`src/rtl/shift_sequencer.sv`:
```
// Iterative shift sequencer: drives an external one-bit shifter once per cycle
// until the requested number of single-bit shifts has been applied.
module shift_sequencer #(
   parameter int DSIZE  = 16,
   parameter int OPSIZE = 2,
   parameter int CSIZE  = 4
) (
   input  logic              clk,
   input  logic              rst_n,
   input  logic              start,
   input  logic [OPSIZE-1:0] op_in,
   input  logic [DSIZE-1:0]  din,
   input  logic [CSIZE-1:0]  count,
   output logic              busy,
   output logic              done,
   output logic [DSIZE-1:0]  dout,
   output logic [DSIZE-1:0]  shf_data_b,
   output logic [OPSIZE-1:0] shf_op,
   input  logic [DSIZE-1:0]  shf_f
);

   localparam logic [1:0] S_IDLE  = 2'd0;
   localparam logic [1:0] S_SHIFT = 2'd1;
   localparam logic [1:0] S_DONE  = 2'd2;

   logic [1:0]        r_state;
   logic [DSIZE-1:0]  r_wreg;
   logic [OPSIZE-1:0] r_opr;
   logic [CSIZE-1:0]  r_cnt;
   logic [DSIZE-1:0]  r_dout;

   always_ff @(posedge clk or negedge rst_n) begin
      if (!rst_n) begin
         r_state <= S_IDLE;
         r_wreg  <= '0;
         r_opr   <= '0;
         r_cnt   <= '0;
         r_dout  <= '0;
      end else begin
         case (r_state)
            S_IDLE: begin
               if (start) begin
                  r_wreg <= din;
                  r_opr  <= op_in;
                  r_cnt  <= count;
                  if (count == '0) begin
                     r_state <= S_DONE;
                     r_dout  <= din;
                  end else begin
                     r_state <= S_SHIFT;
                  end
               end
            end
            S_SHIFT: begin
               r_wreg <= shf_f;
               r_cnt  <= r_cnt - CSIZE'(1);
               // Result is captured on entry to DONE so dout is valid alongside the pulse
               if (r_cnt == CSIZE'(1)) begin
                  r_state <= S_DONE;
                  r_dout  <= shf_f;
               end
            end
            S_DONE:  r_state <= S_IDLE;
            default: r_state <= S_IDLE;
         endcase
      end
   end

   assign busy       = (r_state == S_SHIFT) || (r_state == S_DONE);
   assign done       = (r_state == S_DONE);
   assign dout       = r_dout;
   assign shf_data_b = r_wreg;
   assign shf_op     = r_opr;

endmodule

```
`config.mk`:
```
export PLATFORM = sky130hd
export DESIGN_NAME = shift_sequencer
export DESIGN_NICKNAME = d
export VERILOG_FILES = /design/src/rtl/shift_sequencer.sv
export SDC_FILE = /design/constraint.sdc
export NUM_CORES = 1
export LEC_CHECK = 0
export BUFFER_PORTS_ARGS = -buffer_cell sky130_fd_sc_hd__buf_2
export CAP_MARGIN = 10
export CORE_ASPECT_RATIO = 1.4
export CORE_UTILIZATION = 39
export CTS_BUF_LIST = sky130_fd_sc_hd__clkbuf_16
export CTS_CLUSTER_DIAMETER = 100
export DETAILED_ROUTE_END_ITERATION = 10
export GPL_ROUTABILITY_DRIVEN = 0
export HOLD_SLACK_MARGIN = 0.05
export MAX_ROUTING_LAYER = met4
export PLACE_DENSITY = 0.67
export SYNTH_ARGS = -nofsm -noshare
export SYNTH_HDL_FRONTEND = slang
export SYNTH_SLANG_ARGS = --single-unit
```
`constraint.sdc`:
```
create_clock -name clk -period 2.7 [get_ports clk]
set_input_delay 0.27 -clock clk [delete_from_list [all_inputs] [get_ports clk]]
set_output_delay 0.27 -clock clk [all_outputs]
set_load 0.005 [all_outputs]
```
==> results of run 1 <==
-- cell families after synthesis --
kind of cell	count (synthesis)
flip-flops	40
AO/OA/AOI/OAI	28
AND/OR/NAND/NOR	34
multiplexers	38
adder cells (fa/ha/maj)	7
buffers and inverters	27
-- cell usage after synthesis (2+ instances only) --
| master | n |
|---|---|
| sky130_fd_sc_hd__inv_1 | 20 |
| sky130_fd_sc_hd__ha_1 | 7 |
| sky130_fd_sc_hd__nor2_1 | 19 |
| sky130_fd_sc_hd__nor3_1 | 2 |
| sky130_fd_sc_hd__mux2_2 | 5 |
| sky130_fd_sc_hd__clkbuf_1 | 4 |
| sky130_fd_sc_hd__dfrtp_1 | 40 |
| sky130_fd_sc_hd__nand2_1 | 5 |
| sky130_fd_sc_hd__a21oi_1 | 16 |
| sky130_fd_sc_hd__nor2b_1 | 2 |
| sky130_fd_sc_hd__o21ai_0 | 6 |
| sky130_fd_sc_hd__mux2i_1 | 32 |
-- sequential cells by signal (all words and copies together), names as in the netlist --
signal and count:
shf_op 2, shf_data_b 16, r_state 2, dout 16, r_cnt 4
-- final cells by class --
class / instances / share of cell area
Tap cell: 62 / 0.0304
Timing Repair Buffer: 81 / 0.164
Clock buffer: 5 / 0.0490
Multi-Input combinational cell: 107 / 0.320
Inverter: 20 / 0.0294
Sequential cell: 40 / 0.392
Clock inverter: 3 / 0.0147
-- stage by stage --
stage | worst slack, ns | instance area [µm²] | hold WS (ns)
global route | 0.528 | 2550 | 0.200
finish | 0.572 | 2550 | 0.121
CTS | 0.576 | 2550 | 0.154
floorplan | 0.730 | 1930 | -0.0256
detailed placement | 0.582 | 2390 | 0.449
global placement | 0.638 | 2390 | 0.451
-- worst max-delay path by stage --
stage,to,slack (ns)
floorplan,dout[15],0.73
global placement,dout[15],0.64
detailed placement,dout[15],0.58
CTS,dout[15],0.58
global route,dout[15],0.53
finish,dout[15],0.57
-- worst reg2reg max path, cell delays in order, from the launching register on --
cell	delay [ns]
sky130_fd_sc_hd__dfrtp_1	0.39
sky130_fd_sc_hd__inv_1	0.08
sky130_fd_sc_hd__ha_1	0.14
sky130_fd_sc_hd__or3b_2	0.50
sky130_fd_sc_hd__a221oi_4	0.24
sky130_fd_sc_hd__buf_4	0.34
sky130_fd_sc_hd__mux2_4	0.33
-- power groups by stage --
| stage | clock network (mW) | registers [mW] | logic (mW) |
|---|---|---|---|
| floorplan | 0 | 1.09 | 0.800 |
| detailed placement | 0 | 1.08 | 1.34 |
| global route | 0.687 | 1.12 | 1.47 |
| CTS | 0.663 | 1.08 | 1.34 |
| finish | 0.647 | 1.08 | 1.31 |
| global placement | 0 | 1.08 | 1.30 |
-- routing by layer --
metal	up-vias	wire, µm	GRT usage
met2	53	2270	0.308
met1	719	1760	0.205
met3	2	199	0.0366
met4	0	18	0.0545
li1	745	-	-
met5	-	0	-
==> parameters.txt, run 1 <==
Parameter                              Value

Run status
  Run status ... finished, final reports clean

Worst setup path
  Crit path from ... r_cnt[1]
  Critical path's top delay family ... simple AND/OR/NAND/NOR gates
  Worst r2r src ... r_cnt[1]
  CP Data Required Time ... 2.86 ns
  Number of cells on the worst reg-to-reg path ... 6
  Data arrival time at the worst-slack endpoint ... 2.29 ns
  Capture instance of the worst register-to-register path ... dout[15]
  Worst path buffer plus inverter count ... 2
  Worst-path maximum fanout ... 16
  Setup Crit Path Kind ... reg -> reg
  Total number of cells along the worst setup path ... 6
  Setup crit end kind ... flip-flop
  Standard cell with the maximum stage delay on the critical path ... sky130_fd_sc_hd__or3b_2
  Crit start category ... flip-flop
  Maximum single-stage delay on the critical path ... 0.50 ns
  CP Cell Sequence ... inv_1 -> ha_1 -> or3b_2 -> a221oi_4 -> buf_4 -> mux2_4
  R2R Setup Slk ... 0.57 ns

Timing
  Largest clock skew in the final design ... 0.00530 ns
  Max transition margin ... 0.409
  Max Fclk ... 470 MHz
  Tightest Pin Transition ... 0.886 ns
  Final Critical Period ... around 2.1 ns
  Post-route setup TNS ... 0 ns
  Max-slew violation total from the final report ... 0
  Unrepaired setup endpoints after global routing ... false
  Ratio of final minimum period to clock period ... 0.788
  Hold violation total from the final report ... 0
  Number of setup violations in the final report ... 0

Synth
  Syn Nets ... about 220
  Mux contribution to synthesized area ... 0.203
  Sequential share of the synthesized area ... 0.518
  Synthesized area per cell ... 11.1 µm²
  Cell area after technology mapping ... 1930 µm²
  Dominant combinational cell family by area after synthesis ... multiplexers
  Area fraction of the dominant cell type after synthesis ... 0.518
  Simple-gate share of the synthesized area ... 0.0829
  Most used flip-flop cell after synthesis ... sky130_fd_sc_hd__dfrtp_1
  Synth Register Bits ... 40
  Cells after Synth ... 174
  Cell accounting for the most synthesized area ... sky130_fd_sc_hd__dfrtp_1
  Number of synthesized flops with an enable pin ... 0
  Fraction of the mapped netlist area in compound gates ... 0.0920
  Total number of yosys warnings ... 0
  Post-synthesis adder-cell area fraction ... 0.0453
  Synthesized-area fraction occupied by xor and xnor cells ... 0
  Async set-or-reset flop fraction in the synthesized netlist ... 1.00
  Cell types with the largest area share after synthesis ... sky130_fd_sc_hd__dfrtp_1 (52%), sky130_fd_sc_hd__mux2i_1 (17%), sky130_fd_sc_hd__ha_1 (4.5%), sky130_fd_sc_hd__a21oi_1 (4.1%), sky130_fd_sc_hd__inv_1 (3.9%)
  Distinct cell type count of the synthesized netlist ... 28

Placement
  IO buf count ... 76
  Post-detail-place hpwl ... about 3.2 mm
  Number of instances in the placed design ... 310

Clock network
  Worst-skew pair later-pin latency ... 0.28 ns
  Largest buffer count on any clock path ... 2
  Clock tree from TritonCTS ... yes
  TritonCTS buffer count ... 5
  Number of clock sinks seen by CTS ... 40
  Post-CTS clock slew at the launch and capture registers of the worst setup and hold paths ... 0.05 ns
  CTS H-tree lvls ... 2
  Resized cells post-CTS ... 0
  Number of post-CTS setup repair buffers ... 0
  Clock tree root driver cell ... sky130_fd_sc_hd__clkbuf_16
  Cts hold-fix bufs ... 0

Final layout
  Cell Count, Final, Fillers Out ... 318
  Commonest cells after routing, fill and taps aside ... sky130_fd_sc_hd__buf_2 (76), sky130_fd_sc_hd__dfrtp_1 (40), sky130_fd_sc_hd__mux2i_1 (32)
  Filler instances ... 463
  Number of nets at the end of the flow ... 303
  Area of all sequential standard cells ... 1000 µm²
  Count of inserted antenna diode cells ... 0
  Most common cell after layout, fill and taps aside ... sky130_fd_sc_hd__buf_2
  Fraction of the core area covered by cells at the end of the flow ... 0.549
  Total area of multi-input combinational cells ... a little over 800 µm²
  Layout overhead on the synthesized area ... 32.1%
  Fraction of final layout cells sized beyond drive strength 1 ... 0.379

Route
  Router iterations before antenna repair ... 4
  DRC violation count after routing ... 0
  Routed wirelength normalized by instance count ... 13.3 µm
  Initial drt markers ... 45
  DR vias/cell ... approximately 4.8
  Total detailed-routing wirelength ... 4.24 mm
  Number of vias in the routed layout ... 1519
  Antenna-violating nets left ... 0

Run
  MaxCap Viol Count ... 0

GRT
  Global-route wire length before repair ... 6.82 mm
  Initial antenna violation count ... 0
  Global-route usage over all layers ... 0.180
  Residual overflow from global routing ... 0
  Maximum number of pins on one net before global-route repair ... 41
  Via count of the first global-routing pass ... between 1500 and 2000

Power
  Share of total power in sequential cells ... 0.355
  Sum of internal, switching and leakage power ... 3.04 mW
  Cell leakage power ... between 1 and 1.5 nW
  Share of power burned in the clock network ... 0.213
  P per Cell Area ... between 1000 and 1500 nW/µm²
  Cell-internal power ... about 2 mW
  Logic gate share of total power ... 0.432
  Switching part of the total power ... 0.352
  Maximum vdd drop ... 476 µV
  Switching power of the nets ... around 1.1 mW

Floorplan
  Core Region ... 4640 µm²
  Number of standard-cell rows in the floorplan ... 29
  Overall die area ... 5240 µm²
  Chip width ... 61.5 µm
  Vertical extent of the die ... 85.3 µm
  Initial core utilization ... 0.416
  Number of top-level design ports ... 77

Hold path
  Type of the most critical hold path ... in -> async
Note: power is estimated with default switching activity, not from simulation.
==> run 2, diff against run 1 <==
==> constraint.sdc (replaced) <==
create_clock -name clk -period 2.2 [get_ports clk]
set_input_delay 0.22 -clock clk [delete_from_list [all_inputs] [get_ports clk]]
set_output_delay 0.22 -clock clk [all_outputs]
set_load 0.005 [all_outputs]
==> run 2 against run 1 <==
Fmax is 6.2% higher. First-iteration DRC count is 58% higher. Register-to-register slack worse by 0.38 ns. Cell count is 0.94% higher. Highest routed layer unchanged. Utilization is 0.81 points higher. Combinational power is 24% higher. Cell area is 1.5% higher. Largest power group unchanged. Critical endpoint is now dout[13].
==> parameters.txt, run 2 (synthesis gave the netlist of run 1 again) <==
Parameter                              Value

GRT
  Initial antenna violation count ... 0 (unchanged)
  Maximum number of pins on one net before global-route repair ... 23 (-44%)
  Global-route usage over all layers ... 0.173 (-0.00714)
  Via count of the first global-routing pass ... 1430 (-6.0%)
  Residual overflow from global routing ... 0 (unchanged)
  Global-route wire length before repair ... 6.61 mm (-3.1%)

Worst setup path
  CP Cell Sequence ... inv_1 -> ha_1 -> or3b_2 -> a221oi_4 -> buf_4 -> mux2i_1
  Setup crit end kind ... flip-flop
  Setup Crit Path Kind ... reg -> reg
  Critical path's top delay family ... simple AND/OR/NAND/NOR gates
  Crit path from ... r_cnt[1]
  Worst path buffer plus inverter count ... 2 (unchanged)
  Crit start category ... flip-flop
  Number of cells on the worst reg-to-reg path ... 6 (unchanged)
  Capture instance of the worst register-to-register path ... dout[13]
  CP Data Required Time ... 2.40 ns (-0.46 ns)
  Worst-path maximum fanout ... 11 (-5)
  R2R Setup Slk ... 0.20 ns (-0.38 ns)
  Maximum single-stage delay on the critical path ... 0.50 ns (about the same)
  Data arrival time at the worst-slack endpoint ... 2.20 ns (-0.09 ns)
  Total number of cells along the worst setup path ... 6 (unchanged)
  Standard cell with the maximum stage delay on the critical path ... sky130_fd_sc_hd__or3b_2
  Worst r2r src ... r_cnt[1]
  Last element of the critical path ... dout[13]

Route
  Router iterations before antenna repair ... 4 (unchanged)
  Initial drt markers ... 71 (+58%)
  Antenna-violating nets left ... 0 (unchanged)
  Routed wirelength normalized by instance count ... 12.9 µm (-3.6%)
  DRC violation count after routing ... 0 (unchanged)
  DR vias/cell ... 4.75 (-0.61%)
  Number of vias in the routed layout ... 1524 (+0.33%)
  Total detailed-routing wirelength ... 4.13 mm (-2.7%)

Timing
  Max-slew violation total from the final report ... 0 (unchanged)
  Largest clock skew in the final design ... 0.00452 ns (-0.000774 ns)
  Post-route setup TNS ... 0 ns (unchanged)
  Ratio of final minimum period to clock period ... 0.911 (+0.123)
  Hold violation total from the final report ... 0 (unchanged)
  Tightest Pin Transition ... 0.453 ns (-0.433 ns)
  Max transition margin ... 0.698 (+0.289)
  Max Fclk ... 499 MHz (+6.2%)
  Number of setup violations in the final report ... 0 (unchanged)
  Final Critical Period ... 2.00 ns (-0.124 ns)
  Unrepaired setup endpoints after global routing ... false
  Hold_ws ... 0.177 ns (+0.0556 ns)

Clock network
  Clock tree from TritonCTS ... yes
  TritonCTS buffer count ... 5 (unchanged)
  Resized cells post-CTS ... 0 (unchanged)
  Number of post-CTS setup repair buffers ... 0 (unchanged)
  Worst-skew pair later-pin latency ... 0.28 ns (about the same)
  CTS H-tree lvls ... 2 (unchanged)
  Number of clock sinks seen by CTS ... 40 (unchanged)
  Clock tree root driver cell ... sky130_fd_sc_hd__clkbuf_16
  Largest buffer count on any clock path ... 2 (unchanged)
  Post-CTS clock slew at the launch and capture registers of the worst setup and hold paths ... 0.06 ns (about the same)

Run
  MaxCap Viol Count ... 0 (unchanged)

Power
  P per Cell Area ... 1450 nW/µm² (+22%)
  Cell leakage power ... 1.27 nW (+1.5%)
  Share of power burned in the clock network ... 0.211 (-0.002)
  Logic gate share of total power ... 0.436 (+0.004)
  Switching power of the nets ... 1.30 mW (+21%)
  Sum of internal, switching and leakage power ... 3.75 mW (+23%)
  Share of total power in sequential cells ... 0.353 (-0.002)
  Cell-internal power ... 2.45 mW (+24%)
  Maximum vdd drop ... 777 µV (+63%)
  Switching part of the total power ... 0.346 (-0.00566)

Floorplan
  Core Region ... 4640 µm² (unchanged)
  Vertical extent of the die ... 85.3 µm (unchanged)
  Number of standard-cell rows in the floorplan ... 29 (unchanged)
  Overall die area ... 5240 µm² (unchanged)
  Chip width ... 61.5 µm (unchanged)
  Number of top-level design ports ... 77 (unchanged)
  Initial core utilization ... 0.416 (unchanged)

Final layout
  Cell Count, Final, Fillers Out ... 321 (+0.94%)
  Commonest cells after routing, fill and taps aside ... sky130_fd_sc_hd__buf_2 (76), sky130_fd_sc_hd__dfrtp_1 (40), sky130_fd_sc_hd__mux2i_1 (32)
  Number of nets at the end of the flow ... 306 (+0.99%)
  Most common cell after layout, fill and taps aside ... sky130_fd_sc_hd__buf_2
  Layout overhead on the synthesized area ... 34.0%
  Count of inserted antenna diode cells ... 0 (unchanged)
  Filler instances ... 442 (-4.5%)
  Fraction of the core area covered by cells at the end of the flow ... 0.557 (+0.00808)
  Fraction of final layout cells sized beyond drive strength 1 ... 0.382 (+0.00333)

Placement
  Number of instances in the placed design ... 312 (+0.65%)
  Post-detail-place hpwl ... 3.14 mm (-0.78%)
  IO buf count ... 76 (unchanged)

Hold path
  Type of the most critical hold path ... in -> reg
  Hold_sp ... op_in[0]

Run status
  Run status ... finished, final reports clean
==> run 2: changes by cell type in the layout (fill, tap and decap cells not counted) <==
cell and delta:
sky130_fd_sc_hd__buf_12 +1, sky130_fd_sc_hd__buf_4 +1, sky130_fd_sc_hd__dlygate4sd3_1 +1
==> run 2: how the worst min path moves through the flow <==
stage,slack (ns),end,depth (start not counted)
floorplan,-0.08,dout[0],0
CTS,0.18,shf_op[0],2
global route,0.19,shf_op[0],2
detailed placement,0.20,shf_op[0],1
finish,0.18,shf_op[0],2
global placement,0.20,shf_op[1],1
==> run 2: through the flow <==
| step | area (µm²) | setup slack, ns |
|---|---|---|
| finish | 2590 | 0.196 |
| global route | 2590 | 0.0652 |
| CTS | 2590 | 0.164 |
| detailed placement | 2420 | 0.157 |
| global placement | 2420 | 0.260 |
| floorplan | 1930 | 0.230 |
==> run 2: power by group through the flow <==
stage | sequential, mW | clock [mW] | combinational [mW]
3_5_place_dp | 1.33 | 0 | 1.67
2_1_floorplan | 1.34 | 0 | 0.982
4_1_cts | 1.33 | 0.812 | 1.67
5_1_grt | 1.37 | 0.844 | 1.84
3_3_place_gp | 1.33 | 0 | 1.62
6_report | 1.32 | 0.789 | 1.63
==> run 2: cell type report <==
class | count | area, µm² | area share
Clock inverter | 3 | 37.5 | 0.0145
Multi-Input combinational cell | 107 | 817 | 0.316
Sequential cell | 40 | 1000 | 0.387
Tap cell | 62 | 77.6 | 0.0300
Clock buffer | 5 | 125 | 0.0483
Inverter | 20 | 75.1 | 0.0290
Timing Repair Buffer | 84 | 455 | 0.176
==> run 2: per-layer routing <==
layer / track usage / vias to the layer above / wire length, µm
li1: - / 753 / -
met1: 0.220 / 706 / 1770
met2: 0.271 / 60 / 2080
met3: 0.0396 / 5 / 229
met4: 0.0505 / 0 / 51
met5: - / - / 0
==> run 2: what timing repair did <==
| item | in CTS | in global routing |
|---|---|---|
| endpoints found under the setup margin | 0 | 0 |
| endpoints found under the hold margin | 19 | 0 |
| hold buffers | 1 | 0 |
==> run 3, diff against run 2 <==
--- a/config.mk
+++ b/config.mk
@@ -15,7 +15,7 @@
 export GPL_ROUTABILITY_DRIVEN = 0
 export HOLD_SLACK_MARGIN = 0.05
 export MAX_ROUTING_LAYER = met4
-export PLACE_DENSITY = 0.67
+export PLACE_DENSITY = 0.64
 export SYNTH_ARGS = -nofsm -noshare
 export SYNTH_HDL_FRONTEND = slang
 export SYNTH_SLANG_ARGS = --single-unit
==> run 3 against run 2 <==
Global-route usage is 0.067 points lower. Power up 0.82%. Setup slack improved by 0.066 ns. Clock-buffer cell count did not move. Utilization up 0.46 points. Sequential power is essentially flat. Cell count rose by 0.31%. Critical path depth is the same. Largest cell class unchanged. Largest power group unchanged. Highest routed layer unchanged.
==> parameters.txt, run 3 (synthesis gave the netlist of run 1 again) <==
Parameter                              Value

GRT
  Via count of the first global-routing pass ... 1437 (+0.49%)
  Maximum number of pins on one net before global-route repair ... 27 (+17%)
  Global-route usage over all layers ... 0.172 (-0.000672)
  Global-route wire length before repair ... 6.48 mm (-2.0%)
  Residual overflow from global routing ... 0 (unchanged)
  Initial antenna violation count ... 0 (unchanged)

Floorplan
  Chip width ... 61.5 µm (unchanged)
  Number of top-level design ports ... 77 (unchanged)
  Core Region ... 4640 µm² (unchanged)
  Overall die area ... 5240 µm² (unchanged)
  Number of standard-cell rows in the floorplan ... 29 (unchanged)
  Initial core utilization ... 0.416 (unchanged)
  Vertical extent of the die ... 85.3 µm (unchanged)

Worst setup path
  Standard cell with the maximum stage delay on the critical path ... sky130_fd_sc_hd__or3b_2
  CP Data Required Time ... 2.39 ns (about the same)
  Worst-path maximum fanout ... 15 (+4)
  CP Cell Sequence ... inv_1 -> ha_1 -> or3b_2 -> a221oi_4 -> buf_12 -> mux2i_1
  Maximum single-stage delay on the critical path ... 0.50 ns (about the same)
  Setup Crit Path Kind ... reg -> reg
  Data arrival time at the worst-slack endpoint ... 2.13 ns (-0.07 ns)
  Crit start category ... flip-flop
  Setup crit end kind ... flip-flop

Clock network
  Clock tree from TritonCTS ... yes
  Number of clock sinks seen by CTS ... 40 (unchanged)
  Worst-skew pair later-pin latency ... 0.28 ns (about the same)
  Resized cells post-CTS ... 0 (unchanged)
  Number of post-CTS setup repair buffers ... 0 (unchanged)
  Post-CTS clock slew at the launch and capture registers of the worst setup and hold paths ... 0.06 ns (about the same)
  Clock tree root driver cell ... sky130_fd_sc_hd__clkbuf_16
  Largest buffer count on any clock path ... 2 (unchanged)
  TritonCTS buffer count ... 5 (unchanged)
  CTS H-tree lvls ... 2 (unchanged)

Timing
  Max transition margin ... 0.718 (+0.0198)
  Hold violation total from the final report ... 0 (unchanged)
  Unrepaired setup endpoints after global routing ... false
  Tightest Pin Transition ... 0.423 ns (-0.0297 ns)
  Number of setup violations in the final report ... 0 (unchanged)
  Final Critical Period ... 1.94 ns (-0.0656 ns)
  Max Fclk ... 516 MHz (+3.4%)
  Post-route setup TNS ... 0 ns (unchanged)
  Ratio of final minimum period to clock period ... 0.881 (-0.0298)
  Max-slew violation total from the final report ... 0 (unchanged)
  Largest clock skew in the final design ... 0.00510 ns (+0.000580 ns)

Power
  Maximum vdd drop ... 674 µV (-13%)
  Switching part of the total power ... 0.346 (-0.000535)
  Cell leakage power ... 1.28 nW (+1.1%)
  Share of total power in sequential cells ... 0.348 (-0.005)
  Logic gate share of total power ... 0.440 (+0.004)
  Share of power burned in the clock network ... 0.212 (about the same)
  Cell-internal power ... 2.47 mW (+0.90%)
  P per Cell Area ... 1450 nW/µm² (about the same)
  Switching power of the nets ... 1.30 mW (+0.66%)

Placement
  Post-detail-place hpwl ... 3.09 mm (-1.7%)
  IO buf count ... 76 (unchanged)

Route
  Antenna-violating nets left ... 0 (unchanged)
  DRC violation count after routing ... 0 (unchanged)
  Router iterations before antenna repair ... 4 (unchanged)
  Total detailed-routing wirelength ... 4.11 mm (-0.36%)
  Routed wirelength normalized by instance count ... 12.8 µm (-0.67%)
  Number of vias in the routed layout ... 1504 (-1.3%)
  Initial drt markers ... 47 (-34%)
  DR vias/cell ... 4.67 (-1.6%)

Run
  MaxCap Viol Count ... 0 (unchanged)

Hold path
  Type of the most critical hold path ... in -> reg

Final layout
  Fraction of the core area covered by cells at the end of the flow ... 0.562 (+0.00458)
  Count of inserted antenna diode cells ... 0 (unchanged)
  Fraction of final layout cells sized beyond drive strength 1 ... 0.388 (+0.00622)
  Most common cell after layout, fill and taps aside ... sky130_fd_sc_hd__buf_2
  Number of nets at the end of the flow ... 307 (+0.33%)
  Layout overhead on the synthesized area ... 35.1%
  Commonest cells after routing, fill and taps aside ... sky130_fd_sc_hd__buf_2 (76), sky130_fd_sc_hd__dfrtp_1 (40), sky130_fd_sc_hd__mux2i_1 (32)

Run status
  Run status ... finished, final reports clean
==> run 3: changes by cell type in the layout (fill, tap and decap cells not counted), sizes merged <==
cell,delta
buf,+1
inv,+1
clkinv,-1
==> run 3: layout make-up <==
class	instances	area, µm²
Timing Repair Buffer	85	475
Fill cell	450	2030
Clock inverter	3	38.8
Tap cell	62	77.6
Multi-Input combinational cell	107	817
Clock buffer	5	125
Inverter	20	75.1
Sequential cell	40	1000
==> run 3: path summary, 6_finish.rpt <==
path | from | to | slack (ns) | depth (start not counted)
max | r_cnt[1] | dout[12] | 0.26 | 6
min | op_in[1] | shf_op[1] | 0.18 | 2
max reg2reg | r_cnt[1] | dout[12] | 0.26 | 6
min reg2reg | shf_data_b[15] | shf_data_b[15] | 0.50 | 2
max in group asynchronous | rst_n | dout[7] | 1.29 | 3
min in group asynchronous | rst_n | r_cnt[2] | 0.37 | 2
==> run 3: worst max-delay path, delay by kind of cell, from the launching register on <==
| family | cells | cell delay, ns |
|---|---|---|
| adders and majority gates | 1 | 0.13 |
| and+or+nand+nor | 1 | 0.50 |
| DFF | 1 | 0.38 |
| buffers and inverters | 2 | 0.29 |
| AOI/OAI and AO/OA | 1 | 0.34 |
| muxes | 1 | 0.21 |
==> run 3: what timing repair did <==
item                                   4_1_cts  5_1_grt
setup endpoints to repair                    0        0
endpoints found under the hold margin       12        0
hold buffers                                 1        0
==> run 3: per-layer routing <==
| layer | wire, µm | part of all wire | vias up | track usage |
|---|---|---|---|---|
| li1 | - | - | 756 | - |
| met1 | 1730 | 0.42 | 693 | 0.203 |
| met2 | 2150 | 0.52 | 49 | 0.283 |
| met3 | 164 | 0.040 | 6 | 0.0351 |
| met4 | 68 | 0.017 | 0 | 0.0606 |
| met5 | 0 | 0 | - | - |
==> run 3: power by group through the flow <==
stage	combinational [mW]	clock [mW]	sequential, mW
6_report	1.66	0.801	1.32
3_5_place_dp	1.68	0	1.32
5_1_grt	1.84	0.846	1.37
3_3_place_gp	1.65	0	1.32
2_1_floorplan	0.982	0	1.34
4_1_cts	1.69	0.818	1.32
==> run 3: stage by stage <==
step	setup slack (ns)	std cells	hold WS (ns)	area, µm²	power [mW]
detailed placement	0.243	313	0.142	2440	3.00
global route	0.148	322	0.184	2610	4.05
finish	0.262	322	0.176	2610	3.78
global placement	0.327	313	0.142	2440	2.97
floorplan	0.230	174	-0.0756	1930	2.33
CTS	0.237	322	0.173	2610	3.83
